$ cat config.mk
export PLATFORM = sky130hd
export DESIGN_NAME = factorial_engine_flat
export DESIGN_NICKNAME = d
export VERILOG_FILES = /design/src/rtl/factorial_engine_if.sv /design/src/rtl/factorial_engine.sv /design/src/flat_wrapper.sv
export SDC_FILE = /design/constraint.sdc
export NUM_CORES = 1
export LEC_CHECK = 0
export CORE_MARGIN = 3
export CORE_UTILIZATION = 40
export CTS_BUF_LIST = sky130_fd_sc_hd__clkbuf_8
export DETAILED_ROUTE_END_ITERATION = 7
export MAX_ROUTING_LAYER = met4
export SYNTH_ARGS = -nofsm -noshare
export SYNTH_HDL_FRONTEND = slang
export SYNTH_SLANG_ARGS = --single-unit
export TNS_END_PERCENT = 50
$ cat constraint.sdc
create_clock -name clk -period 5.4 [get_ports clk]
set_clock_uncertainty 0.15 [all_clocks]
set_input_delay 1.62 -clock clk [delete_from_list [all_inputs] [get_ports clk]]
set_output_delay 1.62 -clock clk [all_outputs]
set_load 0.01 [all_outputs]
$ cat src/rtl/factorial_engine_if.sv
// Request/result handshake bundle for factorial_engine.
// The master drives requests and accepts results; the slave is the engine.
interface factorial_engine_if #(
  parameter int unsigned IN_W  = 4,
  parameter int unsigned OUT_W = 46
) ();

  logic [IN_W-1:0]  in_data;
  logic             in_mode;
  logic             in_valid;
  logic             in_ready;
  logic [OUT_W-1:0] out_data;
  logic             out_ovf;
  logic             out_valid;
  logic             out_ready;
  logic             out_busy;

  modport master (
    output in_data, in_mode, in_valid, out_ready,
    input  in_ready, out_data, out_ovf, out_valid, out_busy
  );

  modport slave (
    input  in_data, in_mode, in_valid, out_ready,
    output in_ready, out_data, out_ovf, out_valid, out_busy
  );

endinterface

$ cat src/rtl/factorial_engine.sv
// Iterative n! / n!! engine, one multiply per cycle, valid/ready on both sides.
// Optional overflow saturation is enabled with the macro FACTORIAL_ENGINE_OVF_EN.
module factorial_engine #(
  parameter int unsigned IN_W  = 4,
  parameter int unsigned OUT_W = 46
) (
  input logic               clk,
  input logic               resetn,
  factorial_engine_if.slave bus
);

  typedef enum logic [1:0] {StIdle, StCalc, StDone} state_e;

  state_e           state_q, state_d;
  logic [OUT_W-1:0] acc_q, acc_d;
  logic [OUT_W-1:0] data_q, data_d;
  logic [IN_W-1:0]  cnt_q, cnt_d;
  logic             step2_q, step2_d;
  logic             valid_q, valid_d;
  logic [OUT_W+IN_W-1:0] prod;

  // Full-width product so that the bits above OUT_W reveal overflow.
  assign prod = {{IN_W{1'b0}}, acc_q} * {{OUT_W{1'b0}}, cnt_q};

`ifdef FACTORIAL_ENGINE_OVF_EN
  logic ovf_q, ovf_d;
  logic prod_ovf;
  assign prod_ovf    = |prod[OUT_W+IN_W-1:OUT_W];
  assign bus.out_ovf = ovf_q;
`else
  // Without detection the result simply wraps modulo 2^OUT_W.
  logic unused_prod_hi;
  assign unused_prod_hi = ^prod[OUT_W+IN_W-1:OUT_W];
  assign bus.out_ovf    = 1'b0;
`endif

  assign bus.in_ready  = (state_q == StIdle);
  assign bus.out_busy  = (state_q != StIdle);
  assign bus.out_data  = data_q;
  assign bus.out_valid = valid_q;

  // Next-state and datapath updates for the IDLE -> CALC -> DONE sequence.
  always_comb begin
    state_d = state_q;
    acc_d   = acc_q;
    cnt_d   = cnt_q;
    step2_d = step2_q;
    data_d  = data_q;
    valid_d = valid_q;
`ifdef FACTORIAL_ENGINE_OVF_EN
    ovf_d   = ovf_q;
`endif
    unique case (state_q)
      StIdle: begin
        if (bus.in_valid) begin
          cnt_d   = bus.in_data;
          step2_d = bus.in_mode;
          acc_d   = OUT_W'(1);
`ifdef FACTORIAL_ENGINE_OVF_EN
          ovf_d   = 1'b0;
`endif
          state_d = StCalc;
        end
      end
      StCalc: begin
        if (cnt_q <= IN_W'(1)) begin
          data_d  = acc_q;
          valid_d = 1'b1;
          state_d = StDone;
`ifdef FACTORIAL_ENGINE_OVF_EN
        end else if (prod_ovf) begin
          data_d  = '1;
          ovf_d   = 1'b1;
          valid_d = 1'b1;
          state_d = StDone;
`endif
        end else begin
          acc_d = prod[OUT_W-1:0];
          // cnt >= 2 here, so subtracting the step never wraps.
          cnt_d = cnt_q - (step2_q ? IN_W'(2) : IN_W'(1));
        end
      end
      StDone: begin
        if (bus.out_ready) begin
          valid_d = 1'b0;
          state_d = StIdle;
        end
      end
      default: state_d = StIdle;
    endcase
  end

  // State and datapath registers; reset abandons any request in flight.
  always_ff @(posedge clk or negedge resetn) begin
    if (!resetn) begin
      state_q <= StIdle;
      acc_q   <= OUT_W'(1);
      cnt_q   <= '0;
      step2_q <= 1'b0;
      data_q  <= '0;
      valid_q <= 1'b0;
`ifdef FACTORIAL_ENGINE_OVF_EN
      ovf_q   <= 1'b0;
`endif
    end else begin
      state_q <= state_d;
      acc_q   <= acc_d;
      cnt_q   <= cnt_d;
      step2_q <= step2_d;
      data_q  <= data_d;
      valid_q <= valid_d;
`ifdef FACTORIAL_ENGINE_OVF_EN
      ovf_q   <= ovf_d;
`endif
    end
  end

endmodule

$ cat src/flat_wrapper.sv
// flat-port wrapper written by rule: the top's interface ports become plain ports
module factorial_engine_flat 
#(
  parameter int unsigned IN_W  = 4,
  parameter int unsigned OUT_W = 46
)
  (clk, resetn, bus_in_data, bus_in_mode, bus_in_valid, bus_out_ready, bus_in_ready, bus_out_data, bus_out_ovf, bus_out_valid, bus_out_busy);
  factorial_engine_if #(.IN_W(IN_W), .OUT_W(OUT_W)) bus_i ();
  input logic clk;
  input logic resetn;
  input wire logic [$bits(bus_i.in_data)-1:0] bus_in_data;
  input wire logic [$bits(bus_i.in_mode)-1:0] bus_in_mode;
  input wire logic [$bits(bus_i.in_valid)-1:0] bus_in_valid;
  input wire logic [$bits(bus_i.out_ready)-1:0] bus_out_ready;
  output wire logic [$bits(bus_i.in_ready)-1:0] bus_in_ready;
  output wire logic [$bits(bus_i.out_data)-1:0] bus_out_data;
  output wire logic [$bits(bus_i.out_ovf)-1:0] bus_out_ovf;
  output wire logic [$bits(bus_i.out_valid)-1:0] bus_out_valid;
  output wire logic [$bits(bus_i.out_busy)-1:0] bus_out_busy;
  assign bus_i.in_data = bus_in_data;
  assign bus_i.in_mode = bus_in_mode;
  assign bus_i.in_valid = bus_in_valid;
  assign bus_i.out_ready = bus_out_ready;
  assign bus_in_ready = bus_i.in_ready;
  assign bus_out_data = bus_i.out_data;
  assign bus_out_ovf = bus_i.out_ovf;
  assign bus_out_valid = bus_i.out_valid;
  assign bus_out_busy = bus_i.out_busy;
  factorial_engine #(.IN_W(IN_W), .OUT_W(OUT_W)) u_core (.clk(clk), .resetn(resetn), .bus(bus_i));
endmodule
==> results by group <==
Run status
  • Status: finished clean

Finish
  • Share of layout cells above drive strength 1: 8.427%
  • Non-Filler Instances: 1470
  • Layout Utilization: 45.80%
  • Number of diodes: 0
  • Most frequent cells in the layout: inv_1 (180), and2_1 (127), nand2_1 (111)
  • # nets final: around 1300
  • Commonest non-fill, non-tap cell in the layout: inv_1
  • Area Growth Syn to Fin: 11.35%

Worst setup path
  • CP Cell Sequence: buf_4 > and2_1 > fa_1 > inv_1 > fa_1 > inv_1 > ha_1 > nand2_1 > o21ai_1 > a31oi_1 > o21ai_0 > nor3_2 > o21ai_2 > nand4_1 > or3_1 > nand4_1
  • Worst reg2reg path startpoint: u_core.cnt_q[3]
  • Setup crit end: u_core.acc_q[43]
  • FF-to-FF path depth: 16
  • Slowest-stage cell, CP: dfrtp_1
  • Kind of critical path: flip-flop to flip-flop
  • Critical Path Source Type: flip-flop
  • Crit path max fanout: 27
  • Reg2reg end: u_core.acc_q[43]
  • Setup crit end kind: flip-flop
  • Worst reg2reg setup slack: 620 ps
  • Largest stage delay, worst path: 650 ps
  • WP data arrival: 4970 ps
  • Beginning of the critical path: u_core.cnt_q[3]
  • Required time worst endpoint: 5580 ps

STA
  • Maximum clock frequency: between 200 and 250 MHz
  • Worst-margin pin slew: 931.5 ps
  • Slew margin rel.: 37.90%
  • Min cycle time layout: approximately 4800 ps
  • RSZ-0062 raised after global routing: no
  • Pins over their slew limit: 0
  • Final hold viol count: 0
  • Setup_tns: 0 ps
  • Period utilization: 88.61%
  • Setup violators final: 0
  • Worst hold slack: 360.8 ps

Global route
  • Tot GR Track Use: 18.93%
  • Initial antenna violation count: 0
  • Largest net degree at the start of global routing: 50
  • Vias in the first global route: 7843
  • Total congestion overflow: 0
  • First-pass GRT wire length: about 40 mm

Min path
  • Hold Crit Depth: 1
  • Hold crit path type: flip-flop to flip-flop

Drt
  • Routed length per placed instance: 15.47 microns
  • Via count: roughly 7500
  • DRT Pass-1 Iters: 4
  • DR iter-0 viols: roughly 390
  • DR vias/cell: 5.082
  • Post-route ant nets: 0
  • DR DRC count: 0
  • Post-Route WL: 22.75 mm

CTS
  • CTS Sinks: 100
  • Postcts setup bufs: 0
  • CTS tree: done
  • PostCTS Resize Cnt: 0
  • CTS buffer count: 9
  • CTS clk-pin slew, worst paths: 110 ps
  • Clock latency at the later pin of the worst-skew pair: 390 ps
  • Hold_buf cts: 0
  • Clock root cell: clkbuf_8
  • Clk buf depth: 2
  • H-tree depth: 3

Logic synthesis
  • Sequential-to-total area share from yosys stat: between 20% and 30%
  • Most used flip-flop cell after synthesis: dfrtp_1
  • Async set or reset register ratio after synthesis: 100.0%
  • EDFF count, synth: 0
  • Gate Count Post-Synth: 1115
  • Syn avg cell area: 8.762 sq um
  • Synth unique cells: between 60 and 70
  • Synth Cell Area: 9769 sq um
  • Syn nets: 1258
  • Post-synthesis register bit count: 100
  • Ys Warns: 0

Floorplan
  • Core ar.: between 20000 and 25000 sq um
  • Chip Height: 162.3 microns
  • Initial Util: 41.13%
  • Die footprint: 26330 sq um
  • IO Pins: 59
  • Die width: 162.3 microns
  • # rows: 56

Placement
  • Post-DP HPWL: 17.00 mm
  • Final estimated routing congestion in global placement: 0.8609
  • Port-buffer cells: 57
  • Placed Cells: 1454

Flow run
  • Max cap viols: 0
-- layout make-up --
class,instances,area [sq um]
fill,2339,12870
multi-input combinational,787,6352
sequential,100,2504
inverter,180,675.6
timing repair buffer,68,650.6
tap,319,399.1
clock inverter,6,158.9
clock buffer,10,137.6
-- Yosys cell counts (27+ instances only) --
cell type | number | share of area [%]
fa_1 | 86 | 18
nand2_1 | 113 | 4.3
nand3_1 | 38 | 1.9
inv_1 | 180 | 6.9
mux2_2 | 47 | 5.4
ha_1 | 48 | 6.1
dfrtp_1 | 99 | 25
o21ai_0 | 48 | 2.5
a21oi_1 | 52 | 2.7
nor2_1 | 35 | 1.3
clkbuf_1 | 38 | 1.5
and2_1 | 127 | 8.1
xnor2_1 | 27 | 2.4
-- critical path, delay by kind of cell, from the launching register on --
family	cells	cell delay (ps)
adder cells (fa/ha/maj)	3	1510
AND/OR/NAND/NOR	6	1020
AO/OA/AOI/OAI	4	890
flip-flops	1	650
buffers and inverters	3	480
-- worst min-delay path by stage --
stage | from | to | slack, ps
floorplan | u_core.acc_q[0] | u_core.acc_q[0] | 320
global placement | u_core.bus.out_data[10] | u_core.bus.out_data[10] | 340
detailed placement | u_core.bus.out_data[8] | u_core.bus.out_data[8] | 340
CTS | u_core.bus.out_data[17] | u_core.bus.out_data[17] | 370
global route | u_core.bus.out_data[8] | u_core.bus.out_data[8] | 380
finish | u_core.bus.out_data[17] | u_core.bus.out_data[17] | 360
-- per-layer routing --
layer | up-vias | GRT usage, % | routed length, microns
met4 | 0 | 4.614 | 303
met5 | - | - | 0
met3 | 18 | 1.938 | 763
li1 | 3655 | - | -
met2 | 116 | 30.04 | 10460
met1 | 3682 | 26.25 | 11220
-- kinds of logic after synthesis --
kind of cell,share of synthesized area (%)
fa+ha+maj,23.77
simple gates,18.89
xor+xnor,3.676
compound gates,13.01
other cells,0.03839
flops,25.63
mux,5.520
buf+inv,9.465
-- state kept, by name (all words and copies together) (netlist names) --
| signal | flops |
|---|---|
| u_core.acc_q | 46 |
| u_core.step2_q | 1 |
| u_core.cnt_q | 4 |
| u_core.state_q | 2 |
| u_core.bus.out_data | 46 |
| u_core.bus.out_valid | 1 |
-- stage by stage --
| stage | cell area [sq um] | setup WS (ps) |
|---|---|---|
| after floorplan | 9769 | 1204 |
| after global placement | 10580 | 684.9 |
| after detailed placement | 10580 | 655.2 |
| after CTS | 10880 | 610.7 |
| after global routing | 10880 | 274.1 |
| final | 10880 | 615.1 |
Power is left out: the tool's default activity adds up to more than one toggle a clock period on the data nets, which glitch-free logic cannot reach.
